==> config.mk <==
export PLATFORM = sky130hd
export DESIGN_NAME = rpn_stack_engine
export DESIGN_NICKNAME = d
export VERILOG_FILES = /design/src/rtl/rpn_pkg.sv /design/src/rtl/stack_ram.sv /design/src/rtl/rpn_stack_engine.sv
export SDC_FILE = /design/constraint.sdc
export NUM_CORES = 1
export LEC_CHECK = 0
export ABC_AREA = 1
export CORE_ASPECT_RATIO = 1.5
export CORE_UTILIZATION = 65
export DETAILED_ROUTE_END_ITERATION = 10
export DONT_BUFFER_PORTS = 1
export GPL_TIMING_DRIVEN = 0
export PLACE_DENSITY = 0.81
export SLEW_MARGIN = 40
export SYNTH_ARGS = -nofsm -noshare
export SYNTH_HDL_FRONTEND = slang
export SYNTH_SLANG_ARGS = --single-unit
==> constraint.sdc <==
create_clock -name CLOCK_50 -period 5.7 [get_ports CLOCK_50]
set_input_delay 0.855 -clock CLOCK_50 [delete_from_list [all_inputs] [get_ports CLOCK_50]]
set_output_delay 0.855 -clock CLOCK_50 [all_outputs]
set_load 0.02 [all_outputs]
==> src/rtl/rpn_pkg.sv <==
// Shared definitions for the RPN calculator: op-codes, error codes, engine FSM
// states and the seven-segment glyphs used by the display logic.
package rpn_pkg;

    localparam logic [2:0] OP_PUSH  = 3'b000;
    localparam logic [2:0] OP_POP   = 3'b001;
    localparam logic [2:0] OP_ADD   = 3'b010;
    localparam logic [2:0] OP_SUB   = 3'b011;
    localparam logic [2:0] OP_MUL   = 3'b100;
    localparam logic [2:0] OP_DUP   = 3'b101;
    localparam logic [2:0] OP_SWAP  = 3'b110;
    localparam logic [2:0] OP_CLEAR = 3'b111;

    localparam logic [1:0] ERR_NONE      = 2'b00;
    localparam logic [1:0] ERR_UNDERFLOW = 2'b01;
    localparam logic [1:0] ERR_OVERFLOW  = 2'b10;
    localparam logic [1:0] ERR_ARITH     = 2'b11;

    typedef enum logic [1:0] {
        S_IDLE = 2'b00,
        S_READ = 2'b01,
        S_EXEC = 2'b10
    } state_t;

    // Active-high segments, bit order {g,f,e,d,c,b,a}.
    localparam logic [6:0] SEG_BLANK = 7'b000_0000;
    localparam logic [6:0] SEG_E     = 7'b111_1001;
    localparam logic [6:0] SEG_R     = 7'b101_0000;

    function automatic logic [6:0] hex_to_seg(input logic [3:0] nib);
        logic [6:0] seg;
        case (nib)
            4'h0: seg = 7'b011_1111;
            4'h1: seg = 7'b000_0110;
            4'h2: seg = 7'b101_1011;
            4'h3: seg = 7'b100_1111;
            4'h4: seg = 7'b110_0110;
            4'h5: seg = 7'b110_1101;
            4'h6: seg = 7'b111_1101;
            4'h7: seg = 7'b000_0111;
            4'h8: seg = 7'b111_1111;
            4'h9: seg = 7'b110_1111;
            4'hA: seg = 7'b111_0111;
            4'hB: seg = 7'b111_1100;
            4'hC: seg = 7'b011_1001;
            4'hD: seg = 7'b101_1110;
            4'hE: seg = 7'b111_1001;
            default: seg = 7'b111_0001;
        endcase
        return seg;
    endfunction

endpackage

==> src/rtl/stack_ram.sv <==
// Storage for all stack entries below the top-of-stack: one write port and one
// read port with a registered (1-cycle) read, so it maps onto block RAM.
module stack_ram #(
    parameter int WIDTH   = 8,
    parameter int ENTRIES = 15,
    parameter int AW      = 4
) (
    input  logic             clk_i,
    input  logic             wr_en_i,
    input  logic [AW-1:0]    wr_addr_i,
    input  logic [WIDTH-1:0] wr_data_i,
    input  logic [AW-1:0]    rd_addr_i,
    output logic [WIDTH-1:0] rd_data_o
);

    logic [WIDTH-1:0] mem_q [ENTRIES];

    // Contents are deliberately not reset; the engine never reads an entry it has not written.
    always_ff @(posedge clk_i) begin
        if (wr_en_i) begin
            mem_q[wr_addr_i] <= wr_data_i;
        end
        rd_data_o <= mem_q[rd_addr_i];
    end

endmodule

==> src/rtl/rpn_stack_engine.sv <==
// Stack-and-ALU core of the RPN calculator: top-of-stack in a register, the
// rest of the stack in stack_ram, and a three-state FSM for ops that need NOS.
module rpn_stack_engine
    import rpn_pkg::*;
#(
    parameter int WIDTH = 8,
    parameter int DEPTH = 16
) (
    input  logic                       CLOCK_50,
    input  logic                       RESET_N,
    input  logic                       op_valid,
    input  logic [2:0]                 op_code,
    input  logic [WIDTH-1:0]           data_in,
    output logic                       ready,
    output logic [WIDTH-1:0]           top,
    output logic [$clog2(DEPTH+1)-1:0] count,
    output logic                       empty,
    output logic                       full,
    output logic [1:0]                 err
);

    localparam int CW      = $clog2(DEPTH + 1);
    localparam int ENTRIES = DEPTH - 1;
    localparam int AW      = (ENTRIES > 1) ? $clog2(ENTRIES) : 1;

    state_t           state_q, state_d;
    logic [2:0]       op_q, op_d;
    logic [WIDTH-1:0] tos_q, tos_d;
    logic [CW-1:0]    count_q, count_d;
    logic [1:0]       err_q, err_d;

    logic             wr_en;
    logic [AW-1:0]    wr_addr;
    logic [WIDTH-1:0] wr_data;
    logic [AW-1:0]    rd_addr;
    logic [WIDTH-1:0] rd_data;

    logic [WIDTH:0]     sum_w;
    logic [WIDTH:0]     diff_w;
    logic [2*WIDTH-1:0] prod_w;

    // NOS lives at count-2; the address is held steady through S_READ so the
    // registered read is valid by S_EXEC.
    assign rd_addr = AW'(count_q - CW'(2));

    assign sum_w  = {1'b0, rd_data} + {1'b0, tos_q};
    assign diff_w = {1'b0, rd_data} - {1'b0, tos_q};
    assign prod_w = (2*WIDTH)'(rd_data) * (2*WIDTH)'(tos_q);

    stack_ram #(
        .WIDTH   (WIDTH),
        .ENTRIES (ENTRIES),
        .AW      (AW)
    ) u_stack_ram (
        .clk_i     (CLOCK_50),
        .wr_en_i   (wr_en),
        .wr_addr_i (wr_addr),
        .wr_data_i (wr_data),
        .rd_addr_i (rd_addr),
        .rd_data_o (rd_data)
    );

    always_ff @(posedge CLOCK_50 or negedge RESET_N) begin
        if (!RESET_N) begin
            state_q <= S_IDLE;
            op_q    <= OP_PUSH;
            tos_q   <= '0;
            count_q <= '0;
            err_q   <= ERR_NONE;
        end else begin
            state_q <= state_d;
            op_q    <= op_d;
            tos_q   <= tos_d;
            count_q <= count_d;
            err_q   <= err_d;
        end
    end

    always_comb begin
        state_d = state_q;
        op_d    = op_q;
        tos_d   = tos_q;
        count_d = count_q;
        err_d   = err_q;
        wr_en   = 1'b0;
        wr_addr = AW'(count_q - CW'(1));
        wr_data = tos_q;

        case (state_q)
            S_IDLE: begin
                if (op_valid) begin
                    case (op_code)
                        OP_PUSH: begin
                            if (count_q == CW'(DEPTH)) begin
                                err_d = ERR_OVERFLOW;
                            end else begin
                                wr_en   = (count_q != '0);
                                tos_d   = data_in;
                                count_d = count_q + CW'(1);
                            end
                        end
                        OP_DUP: begin
                            if (count_q == '0) begin
                                err_d = ERR_UNDERFLOW;
                            end else if (count_q == CW'(DEPTH)) begin
                                err_d = ERR_OVERFLOW;
                            end else begin
                                wr_en   = 1'b1;
                                count_d = count_q + CW'(1);
                            end
                        end
                        OP_POP: begin
                            if (count_q == '0) begin
                                err_d = ERR_UNDERFLOW;
                            end else if (count_q == CW'(1)) begin
                                tos_d   = '0;
                                count_d = '0;
                            end else begin
                                op_d    = op_code;
                                state_d = S_READ;
                            end
                        end
                        OP_CLEAR: begin
                            tos_d   = '0;
                            count_d = '0;
                            err_d   = ERR_NONE;
                        end
                        default: begin
                            // ADD, SUB, MUL, SWAP all need two operands.
                            if (count_q < CW'(2)) begin
                                err_d = ERR_UNDERFLOW;
                            end else begin
                                op_d    = op_code;
                                state_d = S_READ;
                            end
                        end
                    endcase
                end
            end
            S_READ: begin
                state_d = S_EXEC;
            end
            S_EXEC: begin
                state_d = S_IDLE;
                case (op_q)
                    OP_POP: begin
                        tos_d   = rd_data;
                        count_d = count_q - CW'(1);
                    end
                    OP_ADD: begin
                        tos_d   = sum_w[WIDTH-1:0];
                        count_d = count_q - CW'(1);
                        if (sum_w[WIDTH]) err_d = ERR_ARITH;
                    end
                    OP_SUB: begin
                        tos_d   = diff_w[WIDTH-1:0];
                        count_d = count_q - CW'(1);
                        if (diff_w[WIDTH]) err_d = ERR_ARITH;
                    end
                    OP_MUL: begin
                        tos_d   = prod_w[WIDTH-1:0];
                        count_d = count_q - CW'(1);
                        if (|prod_w[2*WIDTH-1:WIDTH]) err_d = ERR_ARITH;
                    end
                    OP_SWAP: begin
                        wr_en   = 1'b1;
                        wr_addr = rd_addr;
                        tos_d   = rd_data;
                    end
                    default: ;
                endcase
            end
            default: begin
                state_d = S_IDLE;
            end
        endcase
    end

    assign ready = (state_q == S_IDLE);
    assign top   = tos_q;
    assign count = count_q;
    assign empty = (count_q == '0);
    assign full  = (count_q == CW'(DEPTH));
    assign err   = err_q;

endmodule

After elaboration in Yosys (flattened, before gate mapping)
Memory sizes are Yosys's and may differ from the RTL's. A register that Yosys moved wholly into a read port is not among the register bits.
Cells that the tools add are included.
- output and inout port bits: 18
- flip-flop bits (word level): 20
- memory bits (writable): 120
- memories: 1
- input bits: 14
- word-level logic and storage cells: 108
- reduce and logical (&&, ||, !) cells: 14
- bitwise operators: 1
- multiplexer cells: 47
- equality and inequality tests: 33
- multipliers: 1
- $lt $le $gt $ge: 1
- $add $sub $neg: 5
- memories (name ; words ; width ; read ports ; clocked after Yosys merged registers in ; wr ports ; RTL line ; RTL):
    u_stack_ram.mem_q ; 15 ; 8 ; 1 ; 1 ; 1 ; stack_ram.sv:16 ; logic [WIDTH-1:0] mem_q [ENTRIES];
- operators with widths (kind ; count):
    2-to-1 mux 8 bit ; 4
    case mux 8 bit (4 select lines) ; 1
    2-to-1 mux 5 bit ; 6
    inequality test 3 bit (second input constant) ; 9
    2-to-1 mux 2 bit ; 12
    case mux 8 bit (3 select lines) ; 1
    case mux 5 bit (4 select lines) ; 1
    multiplier 8 x 8 -> 16 bit ; 1
    case mux 8 bit (2 select lines) ; 1
    AND reduction 7 bit ; 2
    equality test 3 bit (second input constant) ; 4
    case mux 2 bit (2 select lines) ; 3
    inequality test 2 bit (second input constant) ; 5
    case mux 5 bit (2 select lines) ; 1
    adder 8 x 8 -> 9 bit ; 1
    2-to-1 mux 3 bit ; 3
    subtractor 8 x 8 -> 9 bit ; 1
    2-to-1 mux 4 bit ; 2
    case mux 2 bit (4 select lines) ; 1
    AND reduction 8 bit ; 1
    OR reduction 8 bit ; 1
    2-to-1 mux 1 bit ; 7
    equality test 3 x 1 -> 1 bit (second input constant) ; 2
    equality test 3 x 2 -> 1 bit (second input constant) ; 2
    other kinds (29) ; 30

Logic depth before layout (Yosys ltp)
Gate-level depths: netlist (run 1).
- word-level depth: 8
- mapped depth: 28

Cells and area by module
A second synthesis (run 1) with hierarchy kept.
- cells, all modules: 1217
- area, all modules: 10078.4 um2
- by module, submodules not included (module ; instances ; cells each ; area each (um2) ; seq. area each (um2)):
    stack_ram ; 1 ; 509 ; 5355.1 ; 3763.6
    rpn_stack_engine ; 1 ; 708 ; 4723.3 ; 500.5

Worst setup path after synthesis (run 1)
OpenSTA, ideal clock, no wires.
- path type: register to register
- from: register tos_q[7] (netlist: top[7])
- to: register err_q[1] (netlist: err[1])
- period minus slack after synthesis: 4.578 ns
- arrival: 4.512 ns
- slack: 1.122 ns
- cell stages (with the launch flop): 25
- library setup time: 0.066 ns
- path through: dfrtp_1 -> clkbuf_1 -> nand2_1 -> fa_1 -> fa_1 -> inv_1 -> fa_1 -> inv_1 -> fa_1 -> inv_1 -> ha_1 -> nand2_1 -> nor2_1 -> nand2_1 -> nand2_1 -> nand2_1 -> nand2_1 -> nand2_1 -> nor2_1 -> nand3_1 -> nand3_1 -> nand2_1 -> nand2_1 -> nand2_1 -> nand2_1
- cells in the longest elaborated chain, start to end: 4
- elaborated cells on any way between the ends: 8
- those cells by class: 2 x add/sub; 1 x mul; 3 x eq/ne; 2 x reduce/logical
- RTL lines (what ; RTL line ; RTL):
    start: declaration ; rpn_stack_engine.sv:28 ; logic [WIDTH-1:0] tos_q, tos_d;
    start signal: assignment ; rpn_stack_engine.sv:73 ; tos_q <= tos_d;
    multiplier 8 x 8 -> 16 bit ; rpn_stack_engine.sv:48 ; assign prod_w = (2*WIDTH)'(rd_data) * (2*WIDTH)'(tos_q);
    OR reduction 8 bit ; rpn_stack_engine.sv:163 ; if (|prod_w[2*WIDTH-1:WIDTH]) err_d = ERR_ARITH;
    inequality test 3 bit (no source line) ; -- ;
    AND reduction 8 bit (no source line) * ; -- ;
    end signal: assignment ; rpn_stack_engine.sv:75 ; err_q <= err_d;
    end: declaration ; rpn_stack_engine.sv:30 ; logic [1:0] err_q, err_d;
Mark *: on every way between the ends. The rest lies on a longest branch, timed or not.
A chain may end at the register's enable or synchronous reset.

Final worst setup path (run 1)
- from: register tos_q[3] (netlist: top[3])
- to: register err_q[0] (netlist: err[0])
Same word-level chain as after synthesis.

==> run_results.csv, run 1 <==
group,metric,value,unit
final_layout,final_cell_area,0.0104,mm2
route,antenna_left,0,
worst_setup_path,start_kind,"flip-flop",
place,place_congestion,1.01,
clocking,cts_buffers,17,
route,via_per_inst,5.86,
clocking,cts_buffer_depth,2,
worst_setup_path,crit_type,"flip-flop to flip-flop",
synth,synth.area.top_cells,"edfxtp_1 (38%), fa_1 (7.9%), ha_1 (7.7%)",
worst_setup_path,reg2regPathDepth,23,
route,drtIter0Drc,495,
worst_setup_path,critical_path_arrival,5.85,ns
floorplan,start_util,66.3,%
synth,yosysMostFrequentCell,"nand2_1",
route,remaining_drc_errors,0,
sta,maxSlewViolCount,0,
route,routed-via-count,7553,
clocking,cts_tree,"yes",
sta,setup_tns,0,ns
global_routing,grt_max_degree,21,
sta,skew,0.0132,ns
place,io_buffers,0,
place,dp_hpwl,18.8,mm
synth,yosys-top-cells-count,"nand2_1 (186), inv_1 (165), edfxtp_1 (120)",
synth,syn_area_per_cell,9.04,um2
global_routing,use_met1,36.4,%
sta,finalHoldViolCount,0,
worst_setup_path,critPathRequiredTime,6.06,ns
floorplan,die-area,0.0152,mm2
clocking,htreeDepth,4,
global_routing,grt_pass1_wl,38.5,mm
synth,syn_area,0.00958,mm2
synth,synth.distinct_cells,50,
sta,relSlewSlack,43.4,%
sta,setup_viol,0,
worst_setup_path,r2r_slack,0.20,ns
final_layout,areaGrowthSynthToFinish,8.50,%
floorplan,io_pins,32,
floorplan,die_w,101,um
run_status,status,"finished clean",
synth,yosys_warnings,0,
sta,rsz0062_at_grt,"no",
clocking,cts_hold_buf,0,
global_routing,track_usage,34.8,%
floorplan,die_h,151,um
synth,synth_top_area_cell,"edfxtp_1",
worst_setup_path,worstReg2RegStart,"top[3]$_DFFE_PN0P_",
floorplan,rows,54,
synth,yosysTopAreaCellShare,37.6,%
clocking,clock-root-buffer,"clkbuf_16",
global_routing,grt_use_met2,63.5,%
route,wire_per_inst,19.5,um
synth,ys_seq_area_share,44.5,%
final_layout,fillers,1172,
global_routing,antenna_found_initial,0,
floorplan,core_area,0.0145,mm2
clocking,insertion_delay,0.42,ns
place,dp.cells,1256,
global_routing,first_global_vias,7523,
synth,synth_edf_count,120,
global_routing,grtUsageMet3,5.39,%
synth,synth_async_sr_flop_share,13.5,%
worst_setup_path,crit_fanout,18,
sta,fin_crit_sh,96.4,%
worst_setup_path,r2r_end,"err[0]$_DFFE_PN0P_",
final_layout,fin_cells,1288,
synth,ys.flop_type,"edfxtp_1",
clocking,numClockSinks,148,
route,drt-total-wl,25.2,mm
global_routing,grt_overflow_total,0,
sta,fin_crit,5.50,ns
hold_path,hp-class,"primary input to asynchronous set/reset pin",
final_layout,layout.nets,1190,
final_layout,num_antenna_cells,0,
synth,syn-num-nets,1171,
sta,worst_slew_pin_slew,0.850,ns
clocking,path_clk_slew,0.07,ns
worst_setup_path,cp-end-kind,"flip-flop",
synth,ys_ff_latch,148,
route,dr.pass1.iters,5,
sta,max_freq,182,MHz
job,max_cap_violations,0,
global_routing,top_usage_layer,"met2",
synth,postSynthCellCount,1060,
final_layout,drive_gt1_share,7.51,%
place,place_area,0.00983,mm2
layout by cell type, fill, tap and decap left out, types with 3 or more instances in the layout:
master	count
nand2_1	186
xor2_1	4
a22oi_2	3
or2_2	3
o221ai_1	13
nand4_1	8
o22ai_1	14
inv_2	10
clkbuf_1	40
clkinvlp_4	3
xnor2_1	6
ha_1	59
inv_8	5
o21ai_0	99
clkinv_1	3
a211oi_1	11
nor3_1	3
inv_6	4
nand3b_1	3
dfrtp_1	16
dfrtp_2	4
o21ai_1	5
nor2_1	112
nor2_2	5
a21oi_2	7
a31oi_1	4
nor2_4	4
edfxtp_1	120
nand3_1	52
dfxtp_1	8
fa_1	38
o211ai_1	7
clkbuf_16	17
inv_1	165
a21oi_1	24
per-layer routing:
layer  up-vias  routed length [um]
li1       3558                   -
met1      3581                8640
met2       320               13300
met3        94                1590
met4         0                1610
met5         -                   0
registers in the layout (all words and copies together), names as in the netlist:
signal and flops:
u_stack_ram.mem_q 120, top 8, u_stack_ram.rd_data_o 8, count 5, op_q 3, err 2, state_q 2
cell families after synthesis:
| logic type | share of synthesized area (%) |
|---|---|
| buf+inv | 8.76 |
| flops | 44.5 |
| compound gates | 12.8 |
| fa+ha+maj | 15.6 |
| xor+xnor | 0.914 |
| simple gates | 17.4 |
timing repair:
item,in CTS,in global routing
endpoints found under the setup margin,2,2
setup buffers,0,0
resized for setup,1,4
stage by stage:
step	worst slack, ns	util, %	hold WS, ns
after floorplan	1.12	-	0.455
after global placement	0.132	68.0	0.486
after global routing	0.00207	71.9	0.106
after detailed placement	0.0187	68.0	0.488
final	0.204	71.9	0.121
after CTS	0.0588	71.9	0.116
area by class of cell:
| class | instances | area (um2) | area share, % |
|---|---|---|---|
| tap | 196 | 245 | 2.36 |
| clock buffer | 17 | 425 | 4.09 |
| buffer | 43 | 171 | 1.65 |
| sequential | 148 | 4270 | 41.1 |
| multi-input combinational | 691 | 4480 | 43.1 |
| clock inverter | 15 | 135 | 1.30 |
| inverter | 178 | 669 | 6.44 |
critical path: stages (launching register included):
cell and delay, ns:
dfrtp_1 0.88, clkbuf_1 0.53, nand2_1 0.17, fa_1 0.56, fa_1 0.45, fa_1 0.62, inv_1 0.08, fa_1 0.49
ha_1 0.37, nand2_1 0.13, inv_1 0.06, nand2_1 0.06, nand2_1 0.04, nand2_1 0.07, nand3_1 0.07, nand2_1 0.09
nand3_1 0.07, nor2_1 0.11, nand3_1 0.15, nand3_1 0.13, nand2_1 0.09, nand2_1 0.11, nand2_1 0.05, nand2_1 0.06
worst max-delay path by stage:
stage	from	end
final	top[3]$_DFFE_PN0P_	err[0]$_DFFE_PN0P_
after global routing	top[3]$_DFFE_PN0P_	err[0]$_DFFE_PN0P_
after CTS	top[7]$_DFFE_PN0P_	err[0]$_DFFE_PN0P_
after detailed placement	top[5]$_DFFE_PN0P_	err[0]$_DFFE_PN0P_
after global placement	top[5]$_DFFE_PN0P_	err[0]$_DFFE_PN0P_
after floorplan	top[7]$_DFFE_PN0P_	err[1]$_DFFE_PN0P_
Power of run 1 is not shown: default switching activity piles up to over one toggle a cycle in this logic, so the estimate is an artifact.
==> inputs of run 2 (changes only) <==
- CTS_CLUSTER_SIZE: default -> 12
- TNS_END_PERCENT: default -> 1
==> results of run 2 <==
Same layout as run 1: the final DEF is identical, and so are final timing and power.
Power of run 2 is left out for the same reason.
